**src/rtl/tlb_pkg.sv**
```systemverilog
// Shared types for the associative TLB: controller states, entry layout and width helpers.
package tlb_pkg;

  typedef enum logic [2:0] {
    S_IDLE,
    S_WALK,
    S_VICTIM,
    S_FILL,
    S_RESP,
    S_FLUSH
  } tlb_state_e;

  function automatic int unsigned vpn_w(input int unsigned va_w, input int unsigned off_w);
    return va_w - off_w;
  endfunction

  function automatic int unsigned ppn_w(input int unsigned pa_w, input int unsigned off_w);
    return pa_w - off_w;
  endfunction

  localparam int unsigned DEF_VA_WIDTH     = 14;
  localparam int unsigned DEF_PA_WIDTH     = 10;
  localparam int unsigned DEF_OFFSET_WIDTH = 8;
  localparam int unsigned DEF_ENTRIES      = 4;
  localparam int unsigned DEF_VPN_W        = vpn_w(DEF_VA_WIDTH, DEF_OFFSET_WIDTH);
  localparam int unsigned DEF_PPN_W        = ppn_w(DEF_PA_WIDTH, DEF_OFFSET_WIDTH);

  // Entry layout at the default address widths; tlb_assoc mirrors this layout at its own widths.
  typedef struct packed {
    logic                 valid;
    logic                 dirty;
    logic                 ref_bit;
    logic [DEF_VPN_W-1:0] vpn;
    logic [DEF_PPN_W-1:0] ppn;
  } tlb_entry_t;

  localparam tlb_entry_t RESET_ENTRY = '0;

endpackage

```
**src/rtl/tlb_cam_match.sv**
```systemverilog
// Parallel VPN compare across all TLB entries; at most one valid entry can match.
module tlb_cam_match #(
  parameter int unsigned ENTRIES = 4,
  parameter int unsigned VPN_W   = 6,
  parameter int unsigned IDX_W   = $clog2(ENTRIES)
) (
  input  logic [ENTRIES-1:0] valid_i,
  input  logic [VPN_W-1:0]   tag_i [ENTRIES],
  input  logic [VPN_W-1:0]   key_i,
  output logic               hit_o,
  output logic [ENTRIES-1:0] onehot_o,
  output logic [IDX_W-1:0]   idx_o
);

  always_comb begin
    onehot_o = '0;
    idx_o    = '0;
    for (int unsigned i = 0; i < ENTRIES; i++) begin
      if (valid_i[i] && (tag_i[i] == key_i)) begin
        onehot_o[i] = 1'b1;
        idx_o       = IDX_W'(i);
      end
    end
  end

  assign hit_o = |onehot_o;

endmodule

```
**src/rtl/tlb_assoc.sv**
```systemverilog
// Fully associative TLB with page-table walk handshake, clock replacement,
// dirty write-back on eviction and a sequential flush.
module tlb_assoc
  import tlb_pkg::*;
#(
  parameter int unsigned VA_WIDTH     = DEF_VA_WIDTH,
  parameter int unsigned PA_WIDTH     = DEF_PA_WIDTH,
  parameter int unsigned OFFSET_WIDTH = DEF_OFFSET_WIDTH,
  parameter int unsigned ENTRIES      = DEF_ENTRIES
) (
  input  logic                             clk,
  input  logic                             rst_n,
  input  logic                             req_valid,
  output logic                             req_ready,
  input  logic [VA_WIDTH-1:0]              req_vaddr,
  input  logic                             req_write,
  input  logic                             flush,
  output logic                             resp_valid,
  output logic [PA_WIDTH-1:0]              resp_paddr,
  output logic                             resp_hit,
  output logic                             resp_fault,
  output logic                             pt_req_valid,
  output logic [VA_WIDTH-OFFSET_WIDTH-1:0] pt_req_vpn,
  input  logic                             pt_resp_valid,
  input  logic [PA_WIDTH-OFFSET_WIDTH-1:0] pt_resp_ppn,
  input  logic                             pt_resp_fault,
  output logic                             wb_valid,
  output logic [VA_WIDTH-OFFSET_WIDTH-1:0] wb_vpn,
  output logic [PA_WIDTH-OFFSET_WIDTH-1:0] wb_ppn,
  output logic                             busy
);

  localparam int unsigned VPN_W = vpn_w(VA_WIDTH, OFFSET_WIDTH);
  localparam int unsigned PPN_W = ppn_w(PA_WIDTH, OFFSET_WIDTH);
  localparam int unsigned IDX_W = $clog2(ENTRIES);

  typedef struct packed {
    logic             valid;
    logic             dirty;
    logic             ref_bit;
    logic [VPN_W-1:0] vpn;
    logic [PPN_W-1:0] ppn;
  } entry_t;

  tlb_state_e          state_q, state_d;
  entry_t              entries_q [ENTRIES];
  entry_t              entries_d [ENTRIES];
  logic [IDX_W-1:0]    hand_q, hand_d;
  logic [IDX_W-1:0]    victim_q, victim_d;
  logic [IDX_W-1:0]    fidx_q, fidx_d;
  logic [VA_WIDTH-1:0] vaddr_q, vaddr_d;
  logic                write_q, write_d;
  logic [PPN_W-1:0]    ppn_q, ppn_d;
  logic                hit_q, hit_d;
  logic                fault_q, fault_d;

  logic [ENTRIES-1:0]  valid_vec;
  logic [VPN_W-1:0]    tag_vec [ENTRIES];
  logic                cam_hit;
  logic [ENTRIES-1:0]  cam_onehot;
  logic [IDX_W-1:0]    cam_idx;
  logic                inv_found;
  logic [IDX_W-1:0]    inv_idx;
  entry_t              wb_entry;

  always_comb begin
    for (int unsigned i = 0; i < ENTRIES; i++) begin
      valid_vec[i] = entries_q[i].valid;
      tag_vec[i]   = entries_q[i].vpn;
    end
  end

  tlb_cam_match #(
    .ENTRIES (ENTRIES),
    .VPN_W   (VPN_W),
    .IDX_W   (IDX_W)
  ) u_cam (
    .valid_i  (valid_vec),
    .tag_i    (tag_vec),
    .key_i    (req_vaddr[VA_WIDTH-1:OFFSET_WIDTH]),
    .hit_o    (cam_hit),
    .onehot_o (cam_onehot),
    .idx_o    (cam_idx)
  );

  // Downward scan so the lowest invalid index is the one that sticks.
  always_comb begin
    inv_found = 1'b0;
    inv_idx   = '0;
    for (int unsigned i = ENTRIES; i > 0; i--) begin
      if (!entries_q[i-1].valid) begin
        inv_found = 1'b1;
        inv_idx   = IDX_W'(i - 1);
      end
    end
  end

  always_ff @(posedge clk or negedge rst_n) begin
    if (!rst_n) begin
      state_q  <= S_IDLE;
      for (int unsigned i = 0; i < ENTRIES; i++) entries_q[i] <= '0;
      hand_q   <= '0;
      victim_q <= '0;
      fidx_q   <= '0;
      vaddr_q  <= '0;
      write_q  <= 1'b0;
      ppn_q    <= '0;
      hit_q    <= 1'b0;
      fault_q  <= 1'b0;
    end else begin
      state_q   <= state_d;
      entries_q <= entries_d;
      hand_q    <= hand_d;
      victim_q  <= victim_d;
      fidx_q    <= fidx_d;
      vaddr_q   <= vaddr_d;
      write_q   <= write_d;
      ppn_q     <= ppn_d;
      hit_q     <= hit_d;
      fault_q   <= fault_d;
    end
  end

  always_comb begin
    state_d   = state_q;
    entries_d = entries_q;
    hand_d    = hand_q;
    victim_d  = victim_q;
    fidx_d    = fidx_q;
    vaddr_d   = vaddr_q;
    write_d   = write_q;
    ppn_d     = ppn_q;
    hit_d     = hit_q;
    fault_d   = fault_q;
    unique case (state_q)
      S_IDLE: begin
        if (flush) begin
          fidx_d  = '0;
          state_d = S_FLUSH;
        end else if (req_valid) begin
          vaddr_d = req_vaddr;
          write_d = req_write;
          fault_d = 1'b0;
          hit_d   = cam_hit;
          if (cam_hit) begin
            for (int unsigned i = 0; i < ENTRIES; i++) begin
              if (cam_onehot[i]) begin
                entries_d[i].ref_bit = 1'b1;
                if (req_write) entries_d[i].dirty = 1'b1;
              end
            end
            ppn_d   = entries_q[cam_idx].ppn;
            state_d = S_RESP;
          end else begin
            state_d = S_WALK;
          end
        end
      end
      S_WALK: begin
        if (pt_resp_valid) begin
          if (pt_resp_fault) begin
            fault_d = 1'b1;
            state_d = S_RESP;
          end else begin
            ppn_d   = pt_resp_ppn;
            state_d = S_VICTIM;
          end
        end
      end
      S_VICTIM: begin
        if (inv_found) begin
          victim_d = inv_idx;
          state_d  = S_FILL;
        end else if (entries_q[hand_q].ref_bit) begin
          entries_d[hand_q].ref_bit = 1'b0;
          hand_d = hand_q + 1'b1;
        end else begin
          victim_d = hand_q;
          hand_d   = hand_q + 1'b1;
          state_d  = S_FILL;
        end
      end
      S_FILL: begin
        entries_d[victim_q] = '{valid:   1'b1,
                                dirty:   write_q,
                                ref_bit: 1'b1,
                                vpn:     vaddr_q[VA_WIDTH-1:OFFSET_WIDTH],
                                ppn:     ppn_q};
        state_d = S_RESP;
      end
      S_RESP: state_d = S_IDLE;
      S_FLUSH: begin
        entries_d[fidx_q] = '0;
        hand_d = '0;
        if (fidx_q == IDX_W'(ENTRIES - 1)) state_d = S_IDLE;
        else fidx_d = fidx_q + 1'b1;
      end
      default: state_d = S_IDLE;
    endcase
  end

  always_comb begin
    req_ready    = (state_q == S_IDLE);
    busy         = (state_q != S_IDLE);
    pt_req_valid = (state_q == S_WALK);
    pt_req_vpn   = pt_req_valid ? vaddr_q[VA_WIDTH-1:OFFSET_WIDTH] : '0;
    resp_valid   = (state_q == S_RESP);
    resp_hit     = resp_valid && hit_q && !fault_q;
    resp_fault   = resp_valid && fault_q;
    resp_paddr   = (resp_valid && !fault_q) ? {ppn_q, vaddr_q[OFFSET_WIDTH-1:0]} : '0;
    wb_entry     = (state_q == S_FLUSH) ? entries_q[fidx_q] : entries_q[victim_q];
    wb_valid     = ((state_q == S_FILL) || (state_q == S_FLUSH)) && wb_entry.valid && wb_entry.dirty;
    wb_vpn       = wb_valid ? wb_entry.vpn : '0;
    wb_ppn       = wb_valid ? wb_entry.ppn : '0;
  end

endmodule
```
**config.mk**
```make
export PLATFORM = sky130hd
export DESIGN_NAME = tlb_assoc
export DESIGN_NICKNAME = d
export VERILOG_FILES = /design/src/rtl/tlb_pkg.sv /design/src/rtl/tlb_cam_match.sv /design/src/rtl/tlb_assoc.sv
export SDC_FILE = /design/constraint.sdc
export NUM_CORES = 1
export LEC_CHECK = 0
export ABC_CLOCK_PERIOD_IN_PS = 2400
export CORE_MARGIN = 2
export CORE_UTILIZATION = 56
export DETAILED_ROUTE_END_ITERATION = 7
export PLACE_DENSITY_LB_ADDON = 0.3
export SLEW_MARGIN = 20
export SYNTH_ARGS = -nofsm -noshare
export SYNTH_HDL_FRONTEND = slang
export SYNTH_SLANG_ARGS = --single-unit
export TNS_END_PERCENT = 100
```
**constraint.sdc**
```tcl
create_clock -name clk -period 2.4 [get_ports clk]
set_clock_uncertainty 0.2 [all_clocks]
set_input_delay 0.36 -clock clk [delete_from_list [all_inputs] [get_ports clk]]
set_output_delay 0.36 -clock clk [all_outputs]
set_load 0.005 [all_outputs]
```
==> flow_summary.json <==
{
  "worstSkewPairLatency_ps": 360,
  "worst_ep_arrival_time_ps": 2030,
  "nNetsFinal": 590,
  "drt-initial-drc-count": 562,
  "grt_pass1_vias": 4361,
  "p_sw_mw": 2.75,
  "power.total_mw": 6.67,
  "layout_commonest_cell": "nand2_1",
  "p_seq_share_pct": 30.5,
  "critPathLaunch": "fidx_q[0]",
  "syn-cell-area_mm2": 0.00447,
  "layout-drive-gt1-share_pct": 31.3,
  "drc": 0,
  "die_y_um": 93.4,
  "design.die.area_mm2": 0.00871,
  "ys_ff_latch": 72,
  "finalInstanceArea_mm2": 0.00588,
  "ir_worst_vdd_v": 0.000555,
  "syn_avg_cell_area_um2": 10.0,
  "cts.sinks": 72,
  "cts_tree": "built",
  "r2r-start": "state_q[2]",
  "fillers": 524,
  "synth-seq-area-share_pct": 40.3,
  "rows": 32,
  "yosysWarningCount": 0,
  "syn-num-nets": 478,
  "multiInputGateArea_mm2": 0.00263,
  "cts.reportedPaths.clkPinSlew_ps": 80,
  "ys.flop_type": "dfrtp_1",
  "cts_buffer_depth": 2,
  "syn_inst": 447,
  "drt-vias-per-instance": 6.63,
  "synth.distinct_cells": 60,
  "synth-edff-count": 0,
  "async_flop_share_pct": 100,
  "antenna_cells": 0,
  "crit_path_start_kind": "register",
  "layout_common_cells": "nand2_1 (84), dfrtp_1 (72), buf_4 (56)",
  "setup_viol": 10,
  "regArea_mm2": 0.00180,
  "grt_overflow_total": 0,
  "antenna_found_initial": 0,
  "dp_cells": 630,
  "ant_nets": 0,
  "worstSetupPathType": "reg2out",
  "hold_slack_ps": 271,
  "core_area_mm2": 0.00773,
  "gp_congestion": 0.987,
  "worst_setup_path_end_kind": "primary output",
  "layout_setup_ws_ps": -195,
  "status": "finished, violations left",
  "wl_um": 15000,
  "dr.pass1.iters": 6,
  "syn_to_final_growth_pct": 31.5,
  "swShare_pct": 41.2,
  "post-route-period-util_pct": 108,
  "finalMaxSlewViolations": 0,
  "worstPathRequired_ps": 1840,
  "powerDensity_mw_per_mm2": 1140,
  "hp-class": "in2async",
  "violations": "negative setup slack",
  "wire_per_inst_um": 22.6,
  "hpwl_um": 9750,
  "relSlewSlack_pct": 62.9,
  "cts_buffers": 9,
  "hold_viol": 0,
  "clockPowerShare_pct": 16.0,
  "ios": 54,
  "cap_violations": 0,
  "num_vias": 4412,
  "placed_area_mm2": 0.00541,
  "portBuffers": 53,
  "p_int_mw": 3.92,
  "grt_pass1_wl_um": 23600,
  "h-tree-depth": 3,
  "tightestPinTransition_ps": 555,
  "finalNonFillerCells": 665,
  "grt_max_degree": 33,
  "preCtsSetupSlack_ps": -327,
  "max_freq_mhz": 385,
  "die_w_um": 93.4,
  "start_util_pct": 57.9,
  "grt_usage_pct": 35.9,
  "rsz0062_at_grt": "yes",
  "p_leak_nw": 2.68,
  "root_buffer": "clkbuf_8",
  "reg2reg_slack_ps": 60,
  "crit_fanout": 4,
  "fin_crit_ps": 2590,
  "power_frac_comb_pct": 53.4
}
[area by class of cell]
cell class | count | share of cell area (%)
Timing Repair Buffer | 126 | 17.9
Multi-Input combinational cell | 336 | 44.7
Clock buffer | 10 | 2.17
Tap cell | 102 | 2.17
Clock inverter | 5 | 1.38
Sequential cell | 72 | 30.7
Inverter | 14 | 0.979
[power by group through the flow]
stage               Combinational (mW)  Clock (mW)  Sequential (mW)
floorplan                         1.97           0             1.92
finish                            3.56        1.07             2.04
global placement                  3.06           0             2.00
detailed placement                3.10           0             2.03
CTS                               3.36        1.07             2.01
global route                      3.78        1.12             2.09
[per-stage QoR]
| stage | setup TNS [ps] | utilization [%] |
|---|---|---|
| floorplan | 0 | - |
| global placement | -3410 | 70.0 |
| detailed placement | -4130 | 70.0 |
| CTS | -1500 | 75.2 |
| global route | -1990 | 76.1 |
| finish | -1520 | 76.1 |
[metal layers]
metal  part of all wire (%)  global-route usage (%)  up-vias
li1                       -                       -     1847
met1                     37                    47.8     2142
met2                     47                    55.9      343
met3                     11                    7.17       80
met4                    5.1                    18.3        0
met5                      0                       0        -
[critical path, cell delays in order (launching register included)]
cell	delay, ps
dfrtp_1	400
inv_2	70
mux4_2	560
o22a_4	290
buf_6	130
a21oi_4	110
buf_2	130
[final timing paths]
path,cells after the start,to
worst max-delay path,6,wb_ppn[1]
worst min-delay path,2,entries_q[9]
min in group clk,2,vaddr_q[2]
max in group asynchronous,3,async pin
worst min register to register,2,vaddr_q[2]
worst max register to register,9,entries_q[20]
[cell families (layout without fill, tap and decap cells)]
kind of cell | count (synthesis) | after routing | synth area share (%)
simple gates | 156 | 156 | 17.1
compound gates | 115 | 116 | 18.4
mux | 31 | 31 | 12.5
buf+inv | 40 | 155 | 4.59
xor+xnor | 25 | 25 | 4.90
flops | 72 | 72 | 40.3
fa+ha+maj | 8 | 8 | 2.24
[synth_stat cells (9+ instances only)]
cell type   n  share of area, %
a21oi_1    22               2.5
a22o_1     35               6.9
and2_1     18               2.5
dfrtp_1    72                40
inv_1      12               1.0
mux2_2      9               2.3
mux4_2     19               9.6
nand2_1    85               7.1
nor2_1     17               1.4
o21ai_0    16               1.8
xnor2_1    13               2.5
xor2_1     12               2.4
[timing repair]
action | CTS | global route
buffers inserted | 15 | 2
pin swaps | 6 | 5
gates cloned | 2 | 0
endpoints found under the hold margin | 14 | 0
hold buffers | 1 | 0
endpoints found under the setup margin | 31 | 31
gates resized for setup | 106 | 43
Power figures use the tool's default switching activity.
